### config.mk
export PLATFORM = sky130hd
export DESIGN_NAME = ss_arbiter
export DESIGN_NICKNAME = d
export VERILOG_FILES = /design/src/rtl/ss_arbiter_pkg.sv /design/src/rtl/ss_arbiter_sync_debounce.sv /design/src/rtl/ss_arbiter.sv
export SDC_FILE = /design/constraint.sdc
export NUM_CORES = 1
export LEC_CHECK = 0
export BUFFER_PORTS_ARGS = -buffer_cell sky130_fd_sc_hd__buf_4
export CORE_MARGIN = 5
export CORE_UTILIZATION = 40
export DETAILED_ROUTE_END_ITERATION = 8
export HOLD_SLACK_MARGIN = 0.05
export SLEW_MARGIN = 20
export SYNTH_ARGS = -nofsm -noshare
export SYNTH_HDL_FRONTEND = slang
export SYNTH_SLANG_ARGS = --single-unit
### constraint.sdc
create_clock -name clk -period 3 [get_ports clk]
set_input_delay 0 -clock clk [delete_from_list [all_inputs] [get_ports clk]]
set_output_delay 0 -clock clk [all_outputs]
set_load 0.03 [all_outputs]
### src/rtl/ss_arbiter_pkg.sv
// ss_arbiter_pkg: shared FSM state, channel index type and default timing constants
package ss_arbiter_pkg;
    typedef enum logic [1:0] {IDLE, SETUP, ACTIVE, GAP} state_t;
    typedef enum logic {CH1, CH2} chan_t;
    localparam int DEF_SLOT_CYCLES  = 1000;
    localparam int DEF_GUARD_CYCLES = 2;
    localparam int DEF_DEB_CYCLES   = 16;
endpackage

### src/rtl/ss_arbiter_sync_debounce.sv
// sync_debounce: 2-flop synchronizer plus debounce counter for one bouncing input
// Ports: clk, rst (async, active-high); raw = asynchronous bouncing level; db = registered debounced level
module sync_debounce import ss_arbiter_pkg::*; #(
    parameter int DEB_CYCLES = DEF_DEB_CYCLES
) (
    input  logic clk,
    input  logic rst,
    input  logic raw,
    output logic db
);
    localparam int CW = $clog2(DEB_CYCLES + 1);
    logic [1:0]    sync;
    logic [CW-1:0] cnt;
    logic          done;
    // a 1-bit level that changes while differing from db must return to db, so one equality test covers both clear cases
    assign done = sync[1] != db && cnt == CW'(DEB_CYCLES - 1);
    always_ff @(posedge clk or posedge rst) begin
        if (rst) begin
            sync <= '0;
            cnt  <= '0;
            db   <= 1'b0;
        end else begin
            sync <= {sync[0], raw};
            cnt  <= (sync[1] == db || done) ? '0 : cnt + 1'b1;
            db   <= done ? sync[1] : db;
        end
    end
endmodule

### src/rtl/ss_arbiter.sv
// ss_arbiter: round-robin grant of two tristate enables with guard gaps, slot limit and DIP debouncing
// Ports: clk, rst (async, active-high); miso1_in/miso2_in = async channel requests;
//        dip1/dip2 = raw DIP switches; ss1/ss2 = registered enables; dip1_db/dip2_db = debounced DIPs;
//        busy = FSM not idle
module ss_arbiter import ss_arbiter_pkg::*; #(
    parameter int SLOT_CYCLES  = DEF_SLOT_CYCLES,
    parameter int GUARD_CYCLES = DEF_GUARD_CYCLES,
    parameter int DEB_CYCLES   = DEF_DEB_CYCLES
) (
    input  logic clk,
    input  logic rst,
    input  logic miso1_in,
    input  logic miso2_in,
    input  logic dip1,
    input  logic dip2,
    output logic ss1,
    output logic ss2,
    output logic dip1_db,
    output logic dip2_db,
    output logic busy
);
    localparam int GW = $clog2(GUARD_CYCLES + 1);
    localparam int SW = $clog2(SLOT_CYCLES + 1);
    logic [1:0]    req1_sync, req2_sync;
    logic          req1, req2, tgt_req;
    state_t        state, state_n;
    chan_t         tgt, tgt_n, last, last_n;
    logic [GW-1:0] gcnt, gcnt_n;
    logic [SW-1:0] scnt, scnt_n;
    assign req1    = req1_sync[1];
    assign req2    = req2_sync[1];
    assign tgt_req = tgt == CH1 ? req1 : req2;
    assign busy    = state != IDLE;
    always_ff @(posedge clk or posedge rst) begin
        if (rst) begin
            req1_sync <= '0;
            req2_sync <= '0;
            state     <= IDLE;
            tgt       <= CH1;
            last      <= CH2;
            gcnt      <= '0;
            scnt      <= '0;
            ss1       <= 1'b0;
            ss2       <= 1'b0;
        end else begin
            req1_sync <= {req1_sync[0], miso1_in};
            req2_sync <= {req2_sync[0], miso2_in};
            state     <= state_n;
            tgt       <= tgt_n;
            last      <= last_n;
            gcnt      <= gcnt_n;
            scnt      <= scnt_n;
            // enables follow the next state so they rise and fall on the same edge as ACTIVE is entered or left
            ss1       <= state_n == ACTIVE && tgt_n == CH1;
            ss2       <= state_n == ACTIVE && tgt_n == CH2;
        end
    end
    always_comb begin
        state_n = state;
        tgt_n   = tgt;
        last_n  = last;
        gcnt_n  = gcnt;
        scnt_n  = scnt;
        case (state)
            IDLE: if (req1 || req2) begin
                tgt_n   = req1 && req2 ? (last == CH1 ? CH2 : CH1) : (req1 ? CH1 : CH2);
                state_n = SETUP;
                gcnt_n  = '0;
            end
            SETUP: if (!tgt_req) begin
                state_n = GAP;
                gcnt_n  = '0;
            end else if (gcnt == GW'(GUARD_CYCLES - 1)) begin
                state_n = ACTIVE;
                last_n  = tgt;
                scnt_n  = '0;
            end else begin
                gcnt_n = gcnt + 1'b1;
            end
            ACTIVE: if (!tgt_req || scnt == SW'(SLOT_CYCLES - 1)) begin
                state_n = GAP;
                gcnt_n  = '0;
            end else begin
                scnt_n = scnt + 1'b1;
            end
            default: if (gcnt == GW'(GUARD_CYCLES - 1)) begin
                state_n = IDLE;
            end else begin
                gcnt_n = gcnt + 1'b1;
            end
        endcase
    end
    sync_debounce #(.DEB_CYCLES(DEB_CYCLES)) u_dip1 (.clk(clk), .rst(rst), .raw(dip1), .db(dip1_db));
    sync_debounce #(.DEB_CYCLES(DEB_CYCLES)) u_dip2 (.clk(clk), .rst(rst), .raw(dip2), .db(dip2_db));
endmodule

==> metrics.txt, run 1 <==
# TYPE chip_impl_metric gauge
chip_impl_metric{name="cts.htree.levels",unit=""} 2
chip_impl_metric{name="clk_slew_on_worst_s_h_paths",unit="ns"} 0.07
chip_impl_metric{name="combPwrFrac",unit="%"} 24.0
chip_impl_metric{name="post_layout_nonfiller_instances",unit=""} 220
chip_impl_metric{name="power.net_switching",unit="mW"} 0.438
chip_impl_metric{name="port_buffer_count",unit=""} 10
chip_impl_metric{name="route.vias.total",unit=""} 1151
chip_impl_metric{name="die_w",unit="um"} 74.3
chip_impl_metric{name="gp_routability_congestion",unit=""} 0.825
chip_impl_metric{name="post_route_cells_drive_above_1_share",unit="%"} 14.1
chip_impl_metric{name="antennaDiodeCount",unit=""} 0
chip_impl_info{name="critical_path_class",value="flip-flop to flip-flop"} 1
chip_impl_metric{name="fin_tns_setup",unit="ns"} 0
chip_impl_metric{name="timing.critical_path.fanout_max",unit=""} 6
chip_impl_metric{name="global_route.usage.total",unit="%"} 11.9
chip_impl_metric{name="ctsLongestPathBuffers",unit=""} 2
chip_impl_metric{name="mapped_nets",unit=""} 159
chip_impl_metric{name="number_of_detailed_routing_iterations_run_before_antenna_repair",unit=""} 4
chip_impl_metric{name="synth-edff-count",unit=""} 0
chip_impl_info{name="rsz_0062_raised_after_global_routing",value="no"} 1
chip_impl_metric{name="first_global_vias",unit=""} 1157
chip_impl_metric{name="timing_max_transition_violations_final",unit=""} 0
chip_impl_metric{name="timing.critical_path.slowest_cell_delay",unit="ns"} 0.55
chip_impl_metric{name="synth.ff_latch_count",unit=""} 38
chip_impl_metric{name="overflow",unit=""} 0
chip_impl_info{name="tritoncts_clock_tree",value="yes"} 1
chip_impl_metric{name="route.final.wire_length",unit="um"} 2820
chip_impl_metric{name="post_cts_hold_buffer_count",unit=""} 5
chip_impl_info{name="endpoint_kind",value="flip-flop"} 1
chip_impl_metric{name="design.die.area",unit="um^2"} 5510
chip_impl_info{name="cell_type_with_the_largest_total_area_after_synthesis",value="dfrtp_1"} 1
chip_impl_metric{name="grt_util_met1",unit="%"} 14.5
chip_impl_metric{name="holdWs",unit="ns"} 0.349
chip_impl_metric{name="worst_pin_slew",unit="ns"} 0.937
chip_impl_metric{name="final_period_minus_worst_setup_slack",unit="ns"} 1.95
chip_impl_info{name="hold_path.class",value="flip-flop to flip-flop"} 1
chip_impl_metric{name="p_leak",unit="nW"} 0.870
chip_impl_metric{name="timing.critical_path.required",unit="ns"} 3.17
chip_impl_metric{name="internal_power",unit="mW"} 0.912
chip_impl_info{name="regToRegStartpoint",value="scnt[0]"} 1
chip_impl_metric{name="ys_async_sr_fraction",unit="%"} 100
chip_impl_metric{name="setup_viol",unit=""} 0
chip_impl_metric{name="maxCapViolations",unit=""} 0
chip_impl_metric{name="worst_skew_pair.late_latency",unit="ns"} 0.28
chip_impl_metric{name="ant_nets",unit=""} 0
chip_impl_metric{name="floorplan.rows",unit=""} 23
chip_impl_info{name="synth_area_leaders",value="dfrtp_1 56%, nor2_1 4.1%, ha_1 3.8%"} 1
chip_impl_metric{name="synthesis.area_per_instance",unit="um^2"} 11.2
chip_impl_metric{name="synth.cell_area",unit="um^2"} 1650
chip_impl_metric{name="initial_core_util",unit="%"} 41.3
chip_impl_info{name="clockRootBuffer",value="clkbuf_8"} 1
chip_impl_info{name="worst_r2r_endpoint",value="gcnt[1]"} 1
chip_impl_metric{name="drc",unit=""} 0
chip_impl_metric{name="route.detailed.vias_per_inst",unit=""} 5.23
chip_impl_info{name="status",value="completed"} 1
chip_impl_metric{name="place_inst",unit=""} 207
chip_impl_metric{name="grt_antenna_before_repair",unit=""} 0
chip_impl_metric{name="die_y",unit="um"} 74.3
chip_impl_metric{name="number_of_unique_standard_cell_types_used_by_synthesis",unit=""} 36
chip_impl_metric{name="place_area",unit="um^2"} 1780
chip_impl_metric{name="switching_share",unit="%"} 32.4
chip_impl_info{name="hold_start",value="req2_sync[0]"} 1
chip_impl_info{name="timing.critical_path.cells",value="ha_1 -> nand2_1 -> nor4_1 -> nor2_1 -> o31a_1"} 1
chip_impl_metric{name="max_freq",unit="GHz"} 0.514
chip_impl_metric{name="place.detailed.hpwl",unit="um"} 2040
chip_impl_metric{name="syn_to_final_growth",unit="%"} 16.8
chip_impl_metric{name="grt_max_degree",unit=""} 26
chip_impl_metric{name="p_clk_share",unit="%"} 26.4
chip_impl_metric{name="ir_drop",unit="mV"} 0.387
chip_impl_metric{name="n_fill_cell",unit=""} 383
chip_impl_info{name="ys.flop_type",value="dfrtp_1"} 1
chip_impl_metric{name="wire_per_inst",unit="um"} 12.8
chip_impl_metric{name="finalCritPeriodShare",unit="%"} 64.8
chip_impl_info{name="crit_slowest_cell",value="nor4_1"} 1
chip_impl_metric{name="slew_headroom",unit="%"} 37.4
chip_impl_metric{name="num_io_pins",unit=""} 11
chip_impl_metric{name="layout.cell_area.non_filler",unit="um^2"} 1930
chip_impl_metric{name="pd_cells",unit="nW/um^2"} 700
chip_impl_metric{name="yosysSeqAreaShare",unit="%"} 57.7
chip_impl_metric{name="nNetsFinal",unit=""} 180
chip_impl_info{name="worst_hold_path.endpoint",value="req2_sync[1]"} 1
chip_impl_metric{name="reg2reg_setup_slack",unit="ns"} 1.05
chip_impl_metric{name="clock_skew",unit="ns"} 0.00698
chip_impl_info{name="layer_with_the_highest_usage",value="met2"} 1
chip_impl_metric{name="grt_pass1_wl",unit="um"} 5060
chip_impl_metric{name="cts.repair_timing.setup_buffer_count",unit=""} 0
chip_impl_metric{name="depth_of_the_worst_hold_timing_path",unit=""} 0
chip_impl_metric{name="numCtsBuffers",unit=""} 5
chip_impl_metric{name="postCtsResizedCells",unit=""} 0
chip_impl_metric{name="ys_warn_count",unit=""} 0
chip_impl_metric{name="sequential_share_of_power",unit="%"} 49.6
chip_impl_metric{name="post-layout-total-power",unit="mW"} 1.35
chip_impl_metric{name="synth_cells",unit=""} 148
chip_impl_info{name="synth.top_cells.by_count",value="37 x dfrtp_1, 18 x nor2_1, 10 x nand2_1"} 1
chip_impl_metric{name="drt_iter0_drc",unit=""} 42
chip_impl_metric{name="rr_worst_depth",unit=""} 5
chip_impl_metric{name="synth.top_cell.area_share",unit="%"} 56.1
chip_impl_metric{name="worst-endpoint-arrival",unit="ns"} 2.11
chip_impl_info{name="yosysMostFrequentCell",value="dfrtp_1"} 1
chip_impl_metric{name="fp.coreArea",unit="um^2"} 4000
chip_impl_info{name="kind_of_start_point_of_the_critical_path",value="flip-flop"} 1
chip_impl_metric{name="tritoncts_num_sinks",unit=""} 38
chip_impl_metric{name="groute.layer.met3.usage",unit="%"} 3.78
chip_impl_metric{name="grt_met2_use",unit="%"} 20.3
chip_impl_metric{name="timing_hold_violations_final",unit=""} 0
-- layout by cell type, fill, tap and decap left out, drive strengths merged, types with 3 or more instances in the layout --
cell         instances
a21oi                3
o211ai               3
dfrtp               37
and3                 3
xnor2                5
inv                  9
nor2                18
mux2                 3
nand2b               7
nand3                5
ha                   5
dlygate4sd3          5
o31ai                3
clkbuf               6
mux2i                4
xor2                 4
nor3                 4
nand4                3
buf                 11
nand2               10
-- sequential cells by signal, indices dropped and copies added (netlist names), 2 cells and up --
name         flops
scnt            10
u_dip2.cnt       5
state            2
req2_sync        2
gcnt             2
req1_sync        2
u_dip2.sync      2
u_dip1.cnt       5
u_dip1.sync      2
-- power groups by stage --
stage	sequential [mW]	combinational [mW]	clock, mW
final	0.669	0.324	0.357
after global routing	0.680	0.370	0.390
after CTS	0.666	0.330	0.365
after detailed placement	0.675	0.324	0
after global placement	0.672	0.315	0
after floorplan	0.661	0.248	0
-- routing by layer --
layer,vias to the layer above,part of all wire (%)
li1,557,-
met1,577,45
met2,15,50
met3,2,4.0
met4,0,0.43
met5,-,0
-- logic make-up after synthesis --
family | count (synthesis) | synth area share (%)
buf+inv | 11 | 2.80
fa+ha+maj | 5 | 3.79
xor+xnor | 9 | 4.77
mux | 7 | 4.47
compound gates | 18 | 7.95
flops | 38 | 57.7
simple gates | 60 | 18.6
-- critical path: cells and delay by family (launching register included) --
kind | cells | cell delay, ns
AOI/OAI and AO/OA | 1 | 0.35
adders and majority gates | 1 | 0.18
DFF | 1 | 0.40
and+or+nand+nor | 3 | 0.91
-- final cells by class --
type / count / area [um^2] / area share [%]
sequential: 38 / 952 / 49.4
multi-input combinational: 99 / 653 / 33.9
timing repair buffer: 16 / 133 / 6.87
clock buffer: 6 / 82.6 / 4.28
tap: 50 / 62.6 / 3.24
inverter: 9 / 33.8 / 1.75
clock inverter: 2 / 12.5 / 0.649
-- per-stage QoR --
stage | utilization [%] | setup WS [ns]
3_5_place_dp | 44.6 | 1.05
5_1_grt | 48.2 | 0.904
2_1_floorplan | - | 1.31
3_3_place_gp | 44.6 | 1.14
6_report | 48.2 | 1.05
4_1_cts | 48.2 | 1.03
-- how the worst max path moves through the flow --
| stage | endpoint | slack [ns] | startpoint |
|---|---|---|---|
| 2_1_floorplan | scnt[9] | 1.31 | tgt |
| 3_3_place_gp | gcnt[1] | 1.14 | scnt[0] |
| 4_1_cts | gcnt[1] | 1.03 | scnt[0] |
| 6_report | gcnt[1] | 1.05 | scnt[0] |
| 3_5_place_dp | gcnt[1] | 1.05 | scnt[0] |
| 5_1_grt | gcnt[1] | 0.90 | scnt[0] |
Power figures use the tool's default switching activity.
==> run 2: changes to the inputs <==
- clock period: 3 -> 1.6 ns (I/O delays scaled with it)
==> run 2 against run 1 <==
Net effect:
- combinational power grew to 2.8 times the previous value
- utilization is 4.8 points higher
- count of clock-buffer cells in the layout did not move
- fmax up 27%
- largest cell class unchanged
- largest power group unchanged
- clock skew shrank 0.0019 ns
- flip-flop and latch count is the same
==> metrics.txt, run 2 (same netlist as run 1, synthesis figures left out) <==
# TYPE chip_impl_metric gauge
chip_impl_info{name="status",value="completed"} 1
chip_impl_metric{name="n_fill_cell",unit=""} 344
chip_impl_metric{name="place.detailed.hpwl",unit="um"} 2220
chip_impl_metric{name="multi_input_comb_area",unit="um^2"} 692
chip_impl_metric{name="global_route.usage.total",unit="%"} 13.4
chip_impl_metric{name="p_clk_share",unit="%"} 28.0
chip_impl_metric{name="place_inst",unit=""} 224
chip_impl_info{name="kind_of_start_point_of_the_critical_path",value="flip-flop"} 1
chip_impl_metric{name="port_buffer_count",unit=""} 10
chip_impl_metric{name="worst_skew_pair.late_latency",unit="ns"} 0.29
chip_impl_metric{name="setup_viol",unit=""} 0
chip_impl_metric{name="clk_slew_on_worst_s_h_paths",unit="ns"} 0.07
chip_impl_metric{name="timing.critical_path.fanout_max",unit=""} 6
chip_impl_metric{name="ctsLongestPathBuffers",unit=""} 2
chip_impl_metric{name="timing_max_transition_violations_final",unit=""} 0
chip_impl_metric{name="place_worst_setup_slack",unit="ns"} 0.0264
chip_impl_info{name="timing.critical_path.cells",value="ha_1 -> nand2_1 -> nor4_2 -> nor2_2 -> o31a_1"} 1
chip_impl_metric{name="power.net_switching",unit="mW"} 0.887
chip_impl_metric{name="worst_pin_slew",unit="ns"} 0.471
chip_impl_metric{name="first_global_vias",unit=""} 1260
chip_impl_info{name="reg.largest.list",value="scnt (10), u_dip1.cnt (5), u_dip2.cnt (5)"} 1
chip_impl_metric{name="grt_antenna_before_repair",unit=""} 0
chip_impl_metric{name="post_route_cells_drive_above_1_share",unit="%"} 26.2
chip_impl_metric{name="worst-endpoint-arrival",unit="ns"} 1.71
chip_impl_metric{name="maxCapViolations",unit=""} 0
chip_impl_metric{name="gp_routability_congestion",unit=""} 0.880
chip_impl_info{name="crit_slowest_cell",value="dfrtp_1"} 1
chip_impl_info{name="tritoncts_clock_tree",value="yes"} 1
chip_impl_metric{name="post_layout_nonfiller_instances",unit=""} 237
chip_impl_metric{name="timing_hold_violations_final",unit=""} 0
chip_impl_metric{name="drc",unit=""} 0
chip_impl_metric{name="route.detailed.vias_per_inst",unit=""} 5.12
chip_impl_metric{name="place_area",unit="um^2"} 1920
chip_impl_metric{name="grt_max_degree",unit=""} 39
chip_impl_metric{name="regArea",unit="um^2"} 953
chip_impl_metric{name="ant_nets",unit=""} 0
chip_impl_metric{name="p_leak",unit="nW"} 0.967
chip_impl_metric{name="switching_share",unit="%"} 30.2
chip_impl_metric{name="cts.htree.levels",unit=""} 2
chip_impl_metric{name="timing.critical_path.slowest_cell_delay",unit="ns"} 0.38
chip_impl_metric{name="combPwrFrac",unit="%"} 30.6
chip_impl_metric{name="num_io_pins",unit=""} 11
chip_impl_info{name="hold_path.class",value="flip-flop to flip-flop"} 1
chip_impl_metric{name="worst_slack",unit="ns"} 0.0711
chip_impl_info{name="clockRootBuffer",value="clkbuf_8"} 1
chip_impl_metric{name="die_w",unit="um"} 74.3
chip_impl_metric{name="layout.cell_area.non_filler",unit="um^2"} 2120
chip_impl_metric{name="internal_power",unit="mW"} 2.05
chip_impl_metric{name="nNetsFinal",unit=""} 198
chip_impl_metric{name="overflow",unit=""} 0
chip_impl_metric{name="finalCritPeriodShare",unit="%"} 95.6
chip_impl_metric{name="numCtsBuffers",unit=""} 5
chip_impl_metric{name="slew_headroom",unit="%"} 68.6
chip_impl_metric{name="initial_core_util",unit="%"} 41.3
chip_impl_metric{name="route.vias.total",unit=""} 1214
chip_impl_metric{name="grt_pass1_wl",unit="um"} 5520
chip_impl_metric{name="sequential_share_of_power",unit="%"} 41.4
chip_impl_metric{name="tritoncts_num_sinks",unit=""} 38
chip_impl_metric{name="wire_per_inst",unit="um"} 13.1
chip_impl_info{name="registers.top_by_ff_count",value="scnt"} 1
chip_impl_info{name="critical_path_class",value="flip-flop to flip-flop"} 1
chip_impl_info{name="final_common_cell",value="dfrtp_1"} 1
chip_impl_info{name="rsz_0062_raised_after_global_routing",value="yes"} 1
chip_impl_info{name="endpoint_kind",value="flip-flop"} 1
chip_impl_metric{name="clock_skew",unit="ns"} 0.00505
chip_impl_metric{name="final_period_minus_worst_setup_slack",unit="ns"} 1.53
chip_impl_metric{name="antennaDiodeCount",unit=""} 0
chip_impl_metric{name="number_of_detailed_routing_iterations_run_before_antenna_repair",unit=""} 4
chip_impl_metric{name="timing.critical_path.required",unit="ns"} 1.78
chip_impl_metric{name="route.final.wire_length",unit="um"} 3100
chip_impl_metric{name="max_freq",unit="GHz"} 0.654
chip_impl_metric{name="ir_drop",unit="mV"} 0.717
chip_impl_metric{name="die_y",unit="um"} 74.3
chip_impl_metric{name="syn_to_final_growth",unit="%"} 28.5
chip_impl_metric{name="fp.coreArea",unit="um^2"} 4000
chip_impl_metric{name="pd_cells",unit="nW/um^2"} 1380
chip_impl_metric{name="largest_reg_flops",unit=""} 10
chip_impl_metric{name="floorplan.rows",unit=""} 23
chip_impl_metric{name="drt_iter0_drc",unit=""} 71
chip_impl_metric{name="design.die.area",unit="um^2"} 5510
chip_impl_info{name="mostFrequentLayoutCells",value="36 x dfrtp_1, 29 x buf_4, 17 x nor2_1"} 1
[run 2: power groups by stage]
| stage | registers (mW) | logic [mW] | clock network (mW) |
|---|---|---|---|
| global placement | 1.21 | 0.819 | 0 |
| floorplan | 1.24 | 0.471 | 0 |
| CTS | 1.20 | 0.847 | 0.840 |
| detailed placement | 1.22 | 0.833 | 0 |
| finish | 1.21 | 0.899 | 0.821 |
| global route | 1.24 | 1.01 | 0.880 |
[run 2: final timing paths]
path | startpoint | endpoint | slack, ns | depth (start not counted)
min reg2reg | u_dip2.sync[0] | u_dip2.sync[1] | 0.35 | 0
max in group asynchronous | rst | state[1] | 0.87 | 4
max | scnt[1] | gcnt[1] | 0.07 | 5
min | u_dip2.sync[0] | u_dip2.sync[1] | 0.35 | 0
min in group asynchronous | rst | u_dip1.sync[0] | 0.38 | 4
max reg2reg | scnt[1] | gcnt[1] | 0.07 | 5
[run 2: repair_timing]
| action | CTS | global route |
|---|---|---|
| endpoints found under the hold margin | 41 | 0 |
| hold buffers | 5 | 0 |
| endpoints found under the setup margin | 0 | 9 |
| gates resized for setup | 0 | 7 |
| buffers inserted | 0 | 1 |
[run 2: area by class of cell]
type                    instances  share of cell area [%]
inverters                       9                    1.59
clock buffers                   6                    3.89
repair buffers                 34                    12.6
clock inverters                 1                    1.42
flip-flops and latches         38                    44.9
multi-input cells              99                    32.6
well taps                      50                    2.95
[run 2: routing by layer]
layer	vias up	track usage [%]	wire length, um
li1	599	-	-
met1	592	16.2	1350
met2	17	21.9	1590
met3	6	3.38	90
met4	0	7.11	66
met5	-	0	0
[run 2: worst max-delay path: cells and delay by family (launching register included)]
kind            cells  cell delay [ns]
compound gates      1             0.31
fa+ha+maj           1             0.17
simple gates        3             0.56
flops               1             0.38
[run 2: per-stage QoR]
| stage | power [mW] | setup TNS (ns) | hold WS, ns | utilization [%] |
|---|---|---|---|---|
| after global routing | 3.13 | -0.0740 | 0.356 | 53.0 |
| after CTS | 2.89 | 0 | 0.347 | 52.1 |
| final | 2.93 | 0 | 0.351 | 53.0 |
| after floorplan | 1.71 | -0.0877 | 0.0314 | - |
| after global placement | 2.03 | 0 | 0.109 | 48.0 |
| after detailed placement | 2.05 | 0 | 0.111 | 48.0 |
